===== config.mk =====
export PLATFORM = sky130hd
export DESIGN_NAME = gray_to_bin_serial_flat
export DESIGN_NICKNAME = d
export VERILOG_FILES = /design/src/rtl/g2b_pkg.sv /design/src/rtl/gray_to_bin_serial_if.sv /design/src/rtl/g2b_control.sv /design/src/rtl/gray_to_bin_serial.sv /design/src/flat_wrapper.sv
export SDC_FILE = /design/constraint.sdc
export NUM_CORES = 1
export LEC_CHECK = 0
export CELL_PAD_IN_SITES_DETAIL_PLACEMENT = 1
export CELL_PAD_IN_SITES_GLOBAL_PLACEMENT = 1
export CORE_UTILIZATION = 34
export DETAILED_ROUTE_END_ITERATION = 7
export GPL_TIMING_DRIVEN = 1
export PLACE_DENSITY_LB_ADDON = 0.12
export REMOVE_ABC_BUFFERS = 1
export SLEW_MARGIN = 5
export SYNTH_ARGS = -nofsm -noshare
export SYNTH_HDL_FRONTEND = slang
export SYNTH_SLANG_ARGS = --single-unit
export TNS_END_PERCENT = 20

===== constraint.sdc =====
create_clock -name clk -period 1.6 [get_ports clk]
set_input_delay 0.24 -clock clk [delete_from_list [all_inputs] [get_ports clk]]
set_output_delay 0.24 -clock clk [all_outputs]
set_load 0.02 [all_outputs]

===== src/rtl/g2b_pkg.sv =====
// Shared types for the bit-serial Gray-to-binary decoder.
// State codes, state width and counter-width helper.
package g2b_pkg;

  localparam int STATE_W = 3;

  typedef enum logic [STATE_W-1:0] {
    S_IDLE = 3'd0,
    S_LOAD = 3'd1,
    S_MSB  = 3'd2,
    S_XOR  = 3'd3,
    S_DEC  = 3'd4,
    S_DONE = 3'd5
  } g2b_state_e;

  // Counter must hold WIDTH-2; never narrower than one bit.
  function automatic int cnt_w(input int width);
    int w;
    w = $clog2(width);
    return (w < 1) ? 1 : w;
  endfunction

endpackage


===== src/rtl/gray_to_bin_serial_if.sv =====
// Request/result bundle for gray_to_bin_serial.
// master: start, gray_in out; bin_out, busy, done in. slave: reverse.
interface gray_to_bin_serial_if #(
  parameter int WIDTH = 8
);

  logic             start;
  logic [WIDTH-1:0] gray_in;
  logic [WIDTH-1:0] bin_out;
  logic             busy;
  logic             done;

  modport master (
    output start,
    output gray_in,
    input  bin_out,
    input  busy,
    input  done
  );

  modport slave (
    input  start,
    input  gray_in,
    output bin_out,
    output busy,
    output done
  );

endinterface


===== src/rtl/g2b_control.sv =====
// Control FSM of the serial Gray-to-binary decoder.
// In: clk, reset, start, cnt_zero. Out: datapath strobes, busy, done.
// G2B_FAST_EN folds the decrement into the XOR state.
module g2b_control
  import g2b_pkg::*;
(
  input  logic clk,
  input  logic reset,
  input  logic start,
  input  logic cnt_zero,
  output logic r1_in,
  output logic r2_in,
  output logic msb_copy,
  output logic cnt_load,
  output logic cnt_dec,
  output logic busy,
  output logic done
);

  g2b_state_e state_q;
  g2b_state_e state_d;

  always_ff @(posedge clk) begin
    if (reset) begin
      state_q <= S_IDLE;
    end else begin
      state_q <= state_d;
    end
  end

  always_comb begin
    state_d  = state_q;
    r1_in    = 1'b0;
    r2_in    = 1'b0;
    msb_copy = 1'b0;
    cnt_load = 1'b0;
    cnt_dec  = 1'b0;
    done     = 1'b0;
    busy     = (state_q != S_IDLE) &&
               (state_q != S_DONE);
    case (state_q)
      S_IDLE: begin
        if (start) state_d = S_LOAD;
      end
      S_LOAD: begin
        r1_in    = 1'b1;
        cnt_load = 1'b1;
        state_d  = S_MSB;
      end
      S_MSB: begin
        msb_copy = 1'b1;
        state_d  = S_XOR;
      end
`ifdef G2B_FAST_EN
      S_XOR: begin
        r2_in = 1'b1;
        if (cnt_zero) begin
          state_d = S_DONE;
        end else begin
          cnt_dec = 1'b1;
          state_d = S_XOR;
        end
      end
`else
      S_XOR: begin
        r2_in   = 1'b1;
        state_d = S_DEC;
      end
      S_DEC: begin
        if (cnt_zero) begin
          state_d = S_DONE;
        end else begin
          cnt_dec = 1'b1;
          state_d = S_XOR;
        end
      end
`endif
      S_DONE: begin
        done = 1'b1;
        if (!start) state_d = S_IDLE;
      end
      default: begin
        state_d = S_IDLE;
      end
    endcase
  end

endmodule


===== src/rtl/gray_to_bin_serial.sv =====
// Bit-serial Gray-to-binary decoder: R1 holds Gray word, R2 result.
// Ports: clk, reset, bus (slave). Option macro: G2B_FAST_EN.
module gray_to_bin_serial
  import g2b_pkg::*;
#(
  parameter int WIDTH = 8
) (
  input logic                 clk,
  input logic                 reset,
  gray_to_bin_serial_if.slave bus
);

  localparam int CW = cnt_w(WIDTH);

  if (WIDTH < 2) begin : g_bad_width
    $error("gray_to_bin_serial: WIDTH must be >= 2");
  end

  logic [WIDTH-1:0] r1_q;
  logic [WIDTH-1:0] r2_q;
  logic [CW-1:0]    cnt_q;
  logic             cnt_zero;
  logic             r1_in;
  logic             r2_in;
  logic             msb_copy;
  logic             cnt_load;
  logic             cnt_dec;

  assign cnt_zero = (cnt_q == '0);

  g2b_control u_ctrl (
    .clk      (clk),
    .reset    (reset),
    .start    (bus.start),
    .cnt_zero (cnt_zero),
    .r1_in    (r1_in),
    .r2_in    (r2_in),
    .msb_copy (msb_copy),
    .cnt_load (cnt_load),
    .cnt_dec  (cnt_dec),
    .busy     (bus.busy),
    .done     (bus.done)
  );

  always_ff @(posedge clk) begin
    if (reset) begin
      r1_q  <= '0;
      r2_q  <= '0;
      cnt_q <= '0;
    end else begin
      if (r1_in) begin
        r1_q <= bus.gray_in;
        r2_q <= '0;
      end else begin
        if (msb_copy) begin
          r2_q[WIDTH-1] <= r1_q[WIDTH-1];
        end
        // Resolve bit cnt from the already-decoded bit above it.
        if (r2_in) begin
          for (int i = 0; i < WIDTH-1; i++) begin
            if (cnt_q == CW'(i)) begin
              r2_q[i] <= r2_q[i+1] ^ r1_q[i];
            end
          end
        end
      end
      if (cnt_load) begin
        cnt_q <= CW'(WIDTH-2);
      end else if (cnt_dec) begin
        cnt_q <= cnt_q - CW'(1);
      end
    end
  end

  assign bus.bin_out = r2_q;

endmodule


===== src/flat_wrapper.sv =====
// flat-port wrapper written by rule: the top's interface ports become plain ports
module gray_to_bin_serial_flat import g2b_pkg::*;
#(
  parameter int WIDTH = 8
)
  (clk, reset, bus_start, bus_gray_in, bus_bin_out, bus_busy, bus_done);
  gray_to_bin_serial_if #(.WIDTH(WIDTH)) bus_i ();
  input logic clk;
  input logic reset;
  input wire logic [$bits(bus_i.start)-1:0] bus_start;
  input wire logic [$bits(bus_i.gray_in)-1:0] bus_gray_in;
  output wire logic [$bits(bus_i.bin_out)-1:0] bus_bin_out;
  output wire logic [$bits(bus_i.busy)-1:0] bus_busy;
  output wire logic [$bits(bus_i.done)-1:0] bus_done;
  assign bus_i.start = bus_start;
  assign bus_i.gray_in = bus_gray_in;
  assign bus_bin_out = bus_i.bin_out;
  assign bus_busy = bus_i.busy;
  assign bus_done = bus_i.done;
  gray_to_bin_serial #(.WIDTH(WIDTH)) u_core (.clk(clk), .reset(reset), .bus(bus_i));
endmodule

==> impl_summary.log, run 1 <==
[metrics] outcome: complete, no violations
[metrics] length in cells of the worst reg-to-reg path: 5
[metrics] Internal: 0.958 mW
[metrics] Synth Area per Inst: 9.23 um^2
[metrics] clock input transition at the sequential cells of the worst setup and hold paths: 0.13 ns
[metrics] Post-synth EDFFs: 0
[metrics] Fill cells: 386
[metrics] final hold violation count: 0
[metrics] antenna cell count: 0
[metrics] final core occ: 48.0%
[metrics] final-stage net count: 169
[metrics] worst path bufs/invs: 1
[metrics] number of DRC violations after detailed-routing iteration 0: 42
[metrics] maximum number of buffers from clock root to sink: 2
[metrics] overall track demand over capacity in global routing: 17.8%
[metrics] largest incremental delay on the critical path: 0.61 ns
[metrics] standby leakage power: 0.660 nW
[metrics] final clock skew: 0.00518 ns
[metrics] initial antenna violation count: 0
[metrics] via/cell ratio: 5.02
[metrics] remaining max-slew budget at the tightest pin: 79.0%
[metrics] clock sink count: 22
[metrics] die footprint: 3570 um^2
[metrics] cells traversed along the worst timing path: clkdlybuf4s50_1
[metrics] Total Neg Setup Slack: 0 ns
[metrics] post-cts hold buffer count: 0
[metrics] sw power: 0.340 mW
[metrics] Total Wirelength: 2760 um
[metrics] Achievable Freq: 0.660 GHz
[metrics] crit-path leading delay family: buffers and inverters
[metrics] post-DP HPWL: 2080 um
[metrics] number of buffers added by the clock tree synthesis step: 3
[metrics] highest net fanout along the worst path: 2
[metrics] capturing element of the worst setup path: bus_bin_out[0]
[metrics] count of vias placed by the detailed router: 984
[metrics] first-pass GRT wire length: 4730 um
[metrics] final worst slack: 0.0853 ns
[metrics] launching element of the worst setup path: u_core.bus.bin_out[0]
[metrics] endpoint kind of the worst setup timing path: output pin
[metrics] minimum clock period after layout: 1.51 ns
[metrics] Cell Count Post-Placement: 192
[metrics] setup violators final: 0
[metrics] growth of design area from synthesis to finish: 31.2%
[metrics] Routability Congestion: 0.803
[metrics] share of the yosys chip area belonging to registers: 38.8%
[metrics] Crit Reg-Reg Endpoint: u_core.cnt_q[1]
[metrics] power per cell area: 872 nW/um^2
[metrics] fraction of final layout cells sized beyond drive strength 1: 19.1%
[metrics] cell count after synthesis: 123
[metrics] ys async rst share: 0%
[metrics] flip-flop cell with the highest count after synthesis: sky130_fd_sc_hd__dfxtp_1
[metrics] number of gates resized after CTS: 6
[metrics] register bit count reported by yosys: 22
[metrics] combinational share of power: 19.5%
[metrics] drt wl/cell: 14.1 um
[metrics] final-report max-slew violation count: 0
[metrics] Die X: 59.8 um
[metrics] via count of the first global-routing pass: 1039
[metrics] setup bufs post-CTS: 0
[metrics] Final Instance Count excl. Fillers: 196
[metrics] Congestion Overflow GR: 0
[metrics] number of ports placed on the die boundary: 21
[metrics] overall power: 1.30 mW
[metrics] maximum number of pins on one net before global-route repair: 14
[metrics] vertical extent of the die: 59.8 um
[metrics] H-tree levels: 1
[metrics] setup slack on the worst flop-to-flop path: 0.10 ns
[metrics] Ys Warns: 0
[metrics] cell count along the critical path: 1
[metrics] Worst setup SP type: register
[metrics] measured slew at the worst slew-check pin: 0.308 ns
[metrics] clock tree root buffer cell: sky130_fd_sc_hd__clkbuf_4
[metrics] area of the core: 3100 um^2
[metrics] netlist area before placement: 1130 um^2
[metrics] Placement Setup Slack: -0.0248 ns
[metrics] worst supply voltage drop on vdd: 308 uV
[metrics] switching share of total power: 26.2%
[metrics] number of max-capacitance violations reported: 0
[metrics] starting density of the core: 36.6%
[metrics] TritonCTS clock tree: yes
[metrics] arrival time at the worst endpoint: 1.27 ns
[metrics] slowest stage cell on the critical path: sky130_fd_sc_hd__clkdlybuf4s50_1
[metrics] critical path class: reg2out
[metrics] Worst Hold Path Cells: 3
[metrics] unrepaired setup endpoints after global routing: yes
[metrics] Antenna Nets Post-Route: 0
[metrics] Residual DRC: 0
[metrics] Seq pwr share: 46.5%
[metrics] Clock power frac: 34.0%
[metrics] number of distinct standard cells referenced by the synthesized netlist: 34
[metrics] startpoint of the lowest-slack register-to-register path: u_core.cnt_q[1]
[metrics] clock network latency to the later pin of the worst-skew pair: 0.32 ns
[metrics] row count: 20
[metrics] path category of the worst min-delay check: in2reg
[metrics] Initial DRT Pass Iterations: 4
[metrics] input/output buffers: 20
[metrics] period utilization: 94.7%
[metrics] required time reported for the critical path endpoint: 1.36 ns
-- layout make-up --
| cell class | instances | area [um^2] | share of cell area, % |
|---|---|---|---|
| multi-input cells | 90 | 613 | 41.2 |
| flip-flops and latches | 22 | 448 | 30.1 |
| repair buffers | 33 | 309 | 20.8 |
| well taps | 44 | 55.1 | 3.70 |
| clock inverters | 1 | 30.0 | 2.02 |
| clock buffers | 3 | 22.5 | 1.51 |
| inverters | 3 | 11.3 | 0.756 |
-- metrics by stage --
stage | hold WS, ns | instance area [um^2]
finish | 0.456 | 1490
detailed placement | 0.459 | 1420
global route | 0.442 | 1490
floorplan | 0.309 | 1060
global placement | 0.441 | 1420
CTS | 0.461 | 1470
-- cells in the final DEF, fill, tap and decap left out, drive strengths merged --
cell type      instances
a2111oi                1
a211oi                 2
a21o                   1
a21oi                 19
a311oi                 7
a31o                   1
a31oi                  2
and2b                  2
and3b                  2
and4b                  1
and4bb                 1
buf                   13
bufinv                 1
clkbuf                 3
clkdlybuf4s50         11
dfxtp                 22
dlygate4sd2            3
dlymetal6s2s           6
ha                     5
inv                    3
nand2                 17
nand2b                 4
nand3                  1
nand4                  1
nor2                   2
nor2b                  2
nor3b                  1
o21ai                  4
o31ai                  1
or2                    1
or2b                   1
or3                    1
or3b                   1
or4                    1
xnor2                  8
-- worst min path at each step --
| stage | slack (ns) | startpoint | to |
|---|---|---|---|
| floorplan | 0.31 | reset | u_core.bus.bin_out[7] |
| global placement | 0.44 | u_core.r1_q[7] | u_core.r1_q[7] |
| detailed placement | 0.46 | u_core.r1_q[7] | u_core.r1_q[7] |
| CTS | 0.46 | bus_gray_in[5] | u_core.r1_q[5] |
| global route | 0.44 | bus_gray_in[4] | u_core.r1_q[4] |
| finish | 0.46 | bus_gray_in[5] | u_core.r1_q[5] |
-- state kept, by name (all words and copies together), names as in the netlist --
register / flops
u_core.r1_q: 8
u_core.bus.bin_out: 8
u_core.u_ctrl.state_q: 3
u_core.cnt_q: 3
-- synth_stat cells (3+ instances only) --
master                     instances  area, um^2
sky130_fd_sc_hd__dfxtp_1          22         440
sky130_fd_sc_hd__inv_1             3        11.3
sky130_fd_sc_hd__xnor2_1           8        70.1
sky130_fd_sc_hd__a311oi_1          7        61.3
sky130_fd_sc_hd__nand2_1          17        63.8
sky130_fd_sc_hd__buf_6             5        56.3
sky130_fd_sc_hd__o21ai_0           4        20.0
sky130_fd_sc_hd__ha_1              5        62.6
sky130_fd_sc_hd__a21oi_1          19        95.1
-- routing by layer --
| layer | share of wire [%] | track usage (%) | vias to the layer above |
|---|---|---|---|
| met5 | 0 | 0 | - |
| li1 | - | - | 499 |
| met4 | 1.1 | 4.98 | 0 |
| met1 | 49 | 23.0 | 466 |
| met3 | 2.2 | 2.60 | 4 |
| met2 | 48 | 30.8 | 15 |
-- cell families after synthesis --
group / count (synthesis) / share of synthesized area (%)
AOI/OAI and AO/OA: 38 / 20.8
DFF: 22 / 38.8
and+or+nand+nor: 39 / 21.3
xor gates and xnor gates: 8 / 6.17
buffers and inverters: 11 / 7.39
adders and majority gates: 5 / 5.51
-- power groups by stage --
stage / registers (mW) / logic, mW / clock network (mW)
after global routing: 0.609 / 0.283 / 0.477
after global placement: 0.613 / 0.253 / 0
after floorplan: 0.617 / 0.127 / 0
final: 0.603 / 0.253 / 0.441
after detailed placement: 0.615 / 0.257 / 0
after CTS: 0.604 / 0.255 / 0.447
Power figures use the tool's default switching activity.
==> run 2, diff against run 1 <==
Settings changed: CTS_CLUSTER_SIZE from default to 16.
==> results of run 2 <==
Same layout as run 1: the final DEF is identical, and so are final timing and power.
